--- config.mk ---
export PLATFORM = sky130hd
export DESIGN_NAME = sequenciador_rpn_flat
export DESIGN_NICKNAME = d
export VERILOG_FILES = /design/src/rtl/sequenciador_rpn_if.sv /design/src/rtl/sequenciador_rpn.sv /design/src/flat_wrapper.sv
export SDC_FILE = /design/constraint.sdc
export NUM_CORES = 1
export LEC_CHECK = 0
export ABC_AREA = 0
export BUFFER_PORTS_ARGS = -buffer_cell sky130_fd_sc_hd__clkbuf_2
export CORE_MARGIN = 5
export CORE_UTILIZATION = 50
export DETAILED_ROUTE_END_ITERATION = 8
export GPL_ROUTABILITY_DRIVEN = 0
export HOLD_SLACK_MARGIN = 0.1
export PLACE_DENSITY = 0.75
export SLEW_MARGIN = 30
export SYNTH_ARGS = -nofsm -noshare
export SYNTH_HDL_FRONTEND = slang
export SYNTH_SLANG_ARGS = --single-unit
--- constraint.sdc ---
create_clock -name Clock -period 4.6 [get_ports Clock]
set_clock_uncertainty 0.15 [all_clocks]
set_input_delay 0.23 -clock Clock [delete_from_list [all_inputs] [get_ports Clock]]
set_output_delay 0.23 -clock Clock [all_outputs]
set_load 0.05 [all_outputs]
--- src/rtl/sequenciador_rpn_if.sv ---
// rtl/sequenciador_rpn_if.sv - key inputs and step/strobe outputs of the RPN front-end sequencer
interface sequenciador_rpn_if;
    logic       Key_enter_n;
    logic       Key_reset_n;
    logic [1:0] Contagem;
    logic       Enter;
    logic       Reset_borda;
    logic [3:0] Passo_led;

    modport master (
        output Key_enter_n,
        output Key_reset_n,
        input  Contagem,
        input  Enter,
        input  Reset_borda,
        input  Passo_led
    );

    modport slave (
        input  Key_enter_n,
        input  Key_reset_n,
        output Contagem,
        output Enter,
        output Reset_borda,
        output Passo_led
    );
endinterface

--- src/rtl/sequenciador_rpn.sv ---
// rtl/sequenciador_rpn.sv - key sync/debounce, one-cycle Enter/Reset strobes and 2-bit RPN step counter
module sequenciador_rpn #(
    parameter int DEBOUNCE_CYCLES = 1000000,
    parameter int CNT_W           = 20
) (
    input logic               Clock,
    input logic               Reset_n,
    sequenciador_rpn_if.slave bus
);
    typedef enum logic [1:0] {
        S00 = 2'b00,
        S01 = 2'b01,
        S10 = 2'b10,
        S11 = 2'b11
    } step_e;

    localparam logic [CNT_W-1:0] CNT_LAST = CNT_W'(DEBOUNCE_CYCLES - 1);

    // Bit 0 of every per-key vector is Enter, bit 1 is Reset.
    logic [1:0]       key_raw;
    logic [1:0]       meta_q;
    logic [1:0]       sync_q;
    logic [1:0]       flush_q;
    logic [1:0]       deb_q;
    logic [1:0]       deb_d;
    logic [1:0]       deb_dly_q;
    logic [1:0]       arm_q;
    logic [1:0]       arm_d;
    logic [1:0]       fall;
    logic [CNT_W-1:0] cnt_q [2];
    logic [CNT_W-1:0] cnt_d [2];
    logic             enter_q;
    logic             enter_d;
    logic             reset_borda_q;
    logic             reset_borda_d;
    step_e            state_q;
    step_e            state_d;
    logic [3:0]       led;

    assign key_raw = {bus.Key_reset_n, bus.Key_enter_n};

    // Two-flop synchronisers preset to the released level; flush_q marks when sync_q holds real key samples.
    always_ff @(posedge Clock or negedge Reset_n) begin
        if (!Reset_n) begin
            meta_q  <= 2'b11;
            sync_q  <= 2'b11;
            flush_q <= 2'b00;
        end else begin
            meta_q  <= key_raw;
            sync_q  <= meta_q;
            flush_q <= {flush_q[0], 1'b1};
        end
    end

    // Debounce: a differing level must persist DEBOUNCE_CYCLES samples; a key arms only after a real release is seen.
    always_comb begin
        deb_d = deb_q;
        for (int k = 0; k < 2; k++) begin
            cnt_d[k] = '0;
            if (sync_q[k] != deb_q[k]) begin
                if (cnt_q[k] == CNT_LAST) begin
                    deb_d[k] = sync_q[k];
                end else begin
                    cnt_d[k] = cnt_q[k] + 1'b1;
                end
            end
        end
        arm_d = arm_q | ({2{flush_q[1]}} & sync_q);
    end

    // Debounced levels, their one-cycle delayed copy for edge detection, and the arm flags.
    always_ff @(posedge Clock or negedge Reset_n) begin
        if (!Reset_n) begin
            deb_q     <= 2'b11;
            deb_dly_q <= 2'b11;
            cnt_q[0]  <= '0;
            cnt_q[1]  <= '0;
            arm_q     <= 2'b00;
        end else begin
            deb_q     <= deb_d;
            deb_dly_q <= deb_q;
            cnt_q     <= cnt_d;
            arm_q     <= arm_d;
        end
    end

    // Press edges become strobes; a simultaneous Reset press swallows the Enter press.
    always_comb begin
        fall          = deb_dly_q & ~deb_q & arm_q;
        reset_borda_d = fall[1];
        enter_d       = fall[0] & ~fall[1];
    end

    // Strobe registers keep outputs free of any path from the keys.
    always_ff @(posedge Clock or negedge Reset_n) begin
        if (!Reset_n) begin
            enter_q       <= 1'b0;
            reset_borda_q <= 1'b0;
        end else begin
            enter_q       <= enter_d;
            reset_borda_q <= reset_borda_d;
        end
    end

    // Step state register; the state encoding is the Contagem value itself.
    always_ff @(posedge Clock or negedge Reset_n) begin
        if (!Reset_n) begin
            state_q <= S00;
        end else begin
            state_q <= state_d;
        end
    end

    // Step holds during a strobe and moves on the edge that ends it; Reset wins over Enter.
    always_comb begin
        state_d = state_q;
        if (reset_borda_q) begin
            state_d = S00;
        end else if (enter_q) begin
            case (state_q)
                S00:     state_d = S01;
                S01:     state_d = S10;
                S10:     state_d = S11;
                S11:     state_d = S00;
                default: state_d = S00;
            endcase
        end
    end

    // One-hot step LEDs decoded from the step state.
    always_comb begin
        led = 4'b0001 << state_q;
    end

    assign bus.Contagem    = state_q;
    assign bus.Enter       = enter_q;
    assign bus.Reset_borda = reset_borda_q;
    assign bus.Passo_led   = led;
endmodule

--- src/flat_wrapper.sv ---
// flat-port wrapper written by rule: the top's interface ports become plain ports
module sequenciador_rpn_flat 
#(
    parameter int DEBOUNCE_CYCLES = 1000000,
    parameter int CNT_W           = 20
)
  (Clock, Reset_n, bus_Key_enter_n, bus_Key_reset_n, bus_Contagem, bus_Enter, bus_Reset_borda, bus_Passo_led);
  sequenciador_rpn_if bus_i ();
  input logic Clock;
  input logic Reset_n;
  input wire logic [$bits(bus_i.Key_enter_n)-1:0] bus_Key_enter_n;
  input wire logic [$bits(bus_i.Key_reset_n)-1:0] bus_Key_reset_n;
  output wire logic [$bits(bus_i.Contagem)-1:0] bus_Contagem;
  output wire logic [$bits(bus_i.Enter)-1:0] bus_Enter;
  output wire logic [$bits(bus_i.Reset_borda)-1:0] bus_Reset_borda;
  output wire logic [$bits(bus_i.Passo_led)-1:0] bus_Passo_led;
  assign bus_i.Key_enter_n = bus_Key_enter_n;
  assign bus_i.Key_reset_n = bus_Key_reset_n;
  assign bus_Contagem = bus_i.Contagem;
  assign bus_Enter = bus_i.Enter;
  assign bus_Reset_borda = bus_i.Reset_borda;
  assign bus_Passo_led = bus_i.Passo_led;
  sequenciador_rpn #(.DEBOUNCE_CYCLES(DEBOUNCE_CYCLES), .CNT_W(CNT_W)) u_core (.Clock(Clock), .Reset_n(Reset_n), .bus(bus_i));
endmodule
### Yosys cells after proc, flatten, opt, wreduce, memory -nomap -nowiden

Cells that the tools add are included.

| operators by class | value |
|---|---|
| equality and inequality tests | 7 |
| $add $sub $neg | 2 |
| bitwise logic cells | 7 |
| shift-type cells | 1 |
| mux-type cells | 7 |
| reductions and logical operators | 4 |

Operators by type and width:

| operator | number |
|---|---|
| $mux W20 | 4 |
| $add A20 B1 Y20 const B | 2 |
| $eq A20 B20 Y1 const B | 2 |
| $pmux W2 S4 | 1 |
| $and A2 B2 Y2 | 3 |
| $eq A2 B2 Y1 const B | 2 |
| $mux W2 | 2 |
| $reduce_and A2 Y1 | 2 |
| $shl A1 B2 Y4 const A | 1 |
| $eq A2 B1 Y1 const B | 1 |
| $logic_not A2 Y1 | 1 |
| $ne A1 B1 Y1 | 2 |
| $not A2 Y2 | 1 |
| $or A2 B2 Y2 | 1 |
| $reduce_bool A2 Y1 | 1 |
| $and A1 B1 Y1 | 1 |
| $not A1 Y1 | 1 |

| word-level totals | value |
|---|---|
| output and inout bits | 8 |
| register bits after elaboration | 56 |
| logic and storage cells | 40 |
| input bits | 4 |

### Depth between registers and ports, before layout

| depth | value |
|---|---|
| depth after elaboration | 5 |
| gate-level depth with buffers | 6 |
| mapped depth without buffers | 5 |

### Least setup slack after synthesis

OpenSTA, ideal clock, no wires.

| timing | value |
|---|---|
| path type | register to register |
| from | register u_core.cnt_q[0] (netlist bit) |
| to | register u_core.cnt_q[18] (netlist bit) |
| path slack | 2.759 ns |
| data arrival time | 1.572 ns |
| setup time | 0.119 ns |
| required time | 4.331 ns |
| clock period less this slack | 1.841 ns |
| cell stages (with the launch flop) | 6 |
| buffers on the path | 0 |
| cells stage by stage | dfrtp_1 ha_1 nand2_1 or4_1 o21a_1 o21ba_1 |

RTL lines:

| item | line | source |
|---|---|---|
| from (decl) | sequenciador_rpn.sv:30 | `logic [CNT_W-1:0] cnt_q [2];` |
| from (signal assigned) | sequenciador_rpn.sv:82 | `cnt_q <= cnt_d;` |

==> metrics <==
unrepaired setup endpoints after global routing=false; net count reported at finish=278; final worst setup slack=2.46 ns; arrival time worst endpoint=2.18 ns; antenna-violating nets left=0; worst slack on hold paths=0.204 ns; Die Area=6800 sq um; post-cts gate resize count=0; clock tree from TritonCTS=done; TritonCTS sink count=56; count of max-cap constraint violations=0; Max clock buf depth=2; area share of the largest cell type after synthesis=45.8%; area of the core=5110 sq um; clock slew at the register clock pins of the worst setup and hold paths=0.09 ns; Die Height=82.4 um; Warnings, synthesis=0; net count after synthesis=263; Finish-stage setup viols=0; final hold viol count=0; fin util=56.2%; result of the run=finished, final reports clean; count of buffers from port buffering=11; total design power=0.816 mW; Post-synth EDFFs=0; peak supply drop=0.161 mV; DR vias=1862; leakage power summed over all cells=1.20 nW; crit path launch type=flip-flop; placed wire-length estimate after detailed placement=3050 um; worst setup slack before clock tree synthesis=2.46 ns; top cells by area, synth=sky130_fd_sc_hd__dfrtp_1, sky130_fd_sc_hd__dfstp_2, sky130_fd_sc_hd__nor2_1, sky130_fd_sc_hd__xor2_1, sky130_fd_sc_hd__xnor2_1; H-tree lvl count=2; DRT iter0 DRCs=140; Clock Tree Root=sky130_fd_sc_hd__clkbuf_8; cts-stage hold buffer count=3; largest net degree at the start of global routing=57; number of placed instances with taps included=327; Area Overhead vs Synth=9.35%; pwr dens=285 nW/um^2; Mapped Cells=252; number of global-route vias before repair=1718; routed length per placed instance=13.2 um; proportion of register bits with asynchronous set or reset after synthesis=100%; fin crit share=46.4%; Ant. Diodes=0; worst slew pin tran=0.801 ns; I/O pin count=12; Required @ worst endpoint=4.65 ns; number of DRC violations after detailed routing=0; most common library cell in the layout ignoring fill and taps=sky130_fd_sc_hd__dfrtp_1; most instantiated flip-flop cell in the synthesis netlist=sky130_fd_sc_hd__dfrtp_1; CP Max Fanout=13; final design area excluding fillers=2870 sq um; flip-flop and latch count after synthesis=56; Inserted Clock Buffers=5; Post-DP Area=2740 sq um; Mapped Avg Cell Area=10.4 sq um; Fmax achieved=468 MHz; overflow left after global routing=0; later-pin clock latency in the skew report=0.31 ns; count of filler cells inserted in the layout=465; gr usage total=14.9%; Total Routed Length=4470 um; layout cells sized above 1=13.4%; Post-Synthesis Cell Area=2620 sq um; first-pass GRT wire length=7710 um; starting density of the core=51.4%; cell type with the largest total area after synthesis=sky130_fd_sc_hd__dfrtp_1; Die Span X=82.4 um; antenna violations before repair=0; Worst Hold Class=reg -> reg; number of cells in the finished layout apart from fillers=338; number of placement rows=26; worst slew margin relative to its limit=46.6%; Setup Crit Path Kind=reg -> reg; Fin Setup TNS=0 ns; number of post-CTS setup repair buffers=0; register area share after synthesis=53.8%; max-slew violation total from the final report=0; distinct cell type count of the synthesized netlist=39; number of vias per cell=5.51; detailed-router iteration count before antenna repair=4; leading cell types in the layout, fill and taps excluded=sky130_fd_sc_hd__dfrtp_1, sky130_fd_sc_hd__nor2_1, sky130_fd_sc_hd__nand2_1, sky130_fd_sc_hd__xor2_1; min cycle time layout=2.14 ns; sort of element at the end of the critical path=flip-flop
==> layer usage <==
metal	GRT usage (%)	up-vias	routed length [um]
met5	0	-	0
met4	6.64	0	87
met3	3.25	8	184
met2	24.0	38	2010
met1	19.3	905	2190
li1	-	911	-
==> area by class of cell <==
type,count,area (sq um),area share (%)
inverter,9,33.8,1.18
multi-input combinational,179,1140,39.7
timing repair buffer,16,100,3.49
sequential,56,1410,49.2
clock buffer,6,82.6,2.88
clock inverter,2,15.0,0.523
tap,70,87.6,3.05
==> cell families (layout without fill, tap and decap cells) <==
group	count (synthesis)	in the layout	share of synthesized area, %
XOR/XNOR	25	25	8.35
multiplexers	3	3	1.24
AND/OR/NAND/NOR	112	112	23.0
other	1	1	0.143
buffers and inverters	17	33	3.00
flip-flops	56	56	53.8
AO/OA/AOI/OAI	31	31	7.15
adder cells (fa/ha/maj)	7	7	3.34
==> worst max-delay path, cell delays in order, from the launching register on <==
cell and delay, ns:
sky130_fd_sc_hd__dfrtp_1 0.38, sky130_fd_sc_hd__ha_1 0.21, sky130_fd_sc_hd__nand2_1 0.12, sky130_fd_sc_hd__or2_1 0.29, sky130_fd_sc_hd__o31ai_2 0.50, sky130_fd_sc_hd__buf_4 0.30
sky130_fd_sc_hd__nor2_1 0.07
==> power by group <==
group          internal, mW  switching (mW)
logic               0.00903          0.0209
clock network         0.122           0.159
registers             0.500         0.00490
total                 0.632           0.185
==> final timing paths <==
check / start / slack (ns) / to / cells past startpoint
max: u_core.cnt_q[0] / 2.46 / u_core.cnt_q[8] / 6
min: u_core.flush_q[0] / 0.20 / u_core.flush_q[1] / 0
max reg2reg: u_core.cnt_q[0] / 2.46 / u_core.cnt_q[8] / 6
min reg2reg: u_core.flush_q[0] / 0.20 / u_core.flush_q[1] / 0
max in group asynchronous: Reset_n / 3.41 / u_core.cnt_q[3] / 3
min in group asynchronous: Reset_n / 0.44 / u_core.cnt_q[32] / 3
==> flip-flops by register name (all words and copies together), names as in the netlist <==
register	flops
u_core.bus.Enter	1
u_core.cnt_q	40
u_core.arm_q	2
u_core.bus.Reset_borda	1
u_core.flush_q	2
u_core.bus.Contagem	2
u_core.sync_q	2
u_core.deb_q	2
u_core.meta_q	2
u_core.deb_dly_q	2
==> Yosys cell counts (3+ instances only) <==
master,number
sky130_fd_sc_hd__nand3_1,10
sky130_fd_sc_hd__xor2_1,14
sky130_fd_sc_hd__and2_1,5
sky130_fd_sc_hd__o31ai_1,4
sky130_fd_sc_hd__or4_1,3
sky130_fd_sc_hd__and3_1,5
sky130_fd_sc_hd__a21oi_1,11
sky130_fd_sc_hd__o21ai_0,9
sky130_fd_sc_hd__nor4_1,5
sky130_fd_sc_hd__clkbuf_1,3
sky130_fd_sc_hd__nor3_1,6
sky130_fd_sc_hd__or3_1,5
sky130_fd_sc_hd__nor4b_1,3
sky130_fd_sc_hd__buf_2,3
sky130_fd_sc_hd__dfrtp_1,48
sky130_fd_sc_hd__nand3b_1,3
sky130_fd_sc_hd__nand2_1,15
sky130_fd_sc_hd__xnor2_1,11
sky130_fd_sc_hd__nand4_1,11
sky130_fd_sc_hd__nand4b_1,3
sky130_fd_sc_hd__ha_1,7
sky130_fd_sc_hd__dfstp_2,8
sky130_fd_sc_hd__nor2_1,34
sky130_fd_sc_hd__inv_1,9
Note: power is estimated with default switching activity, not from simulation.
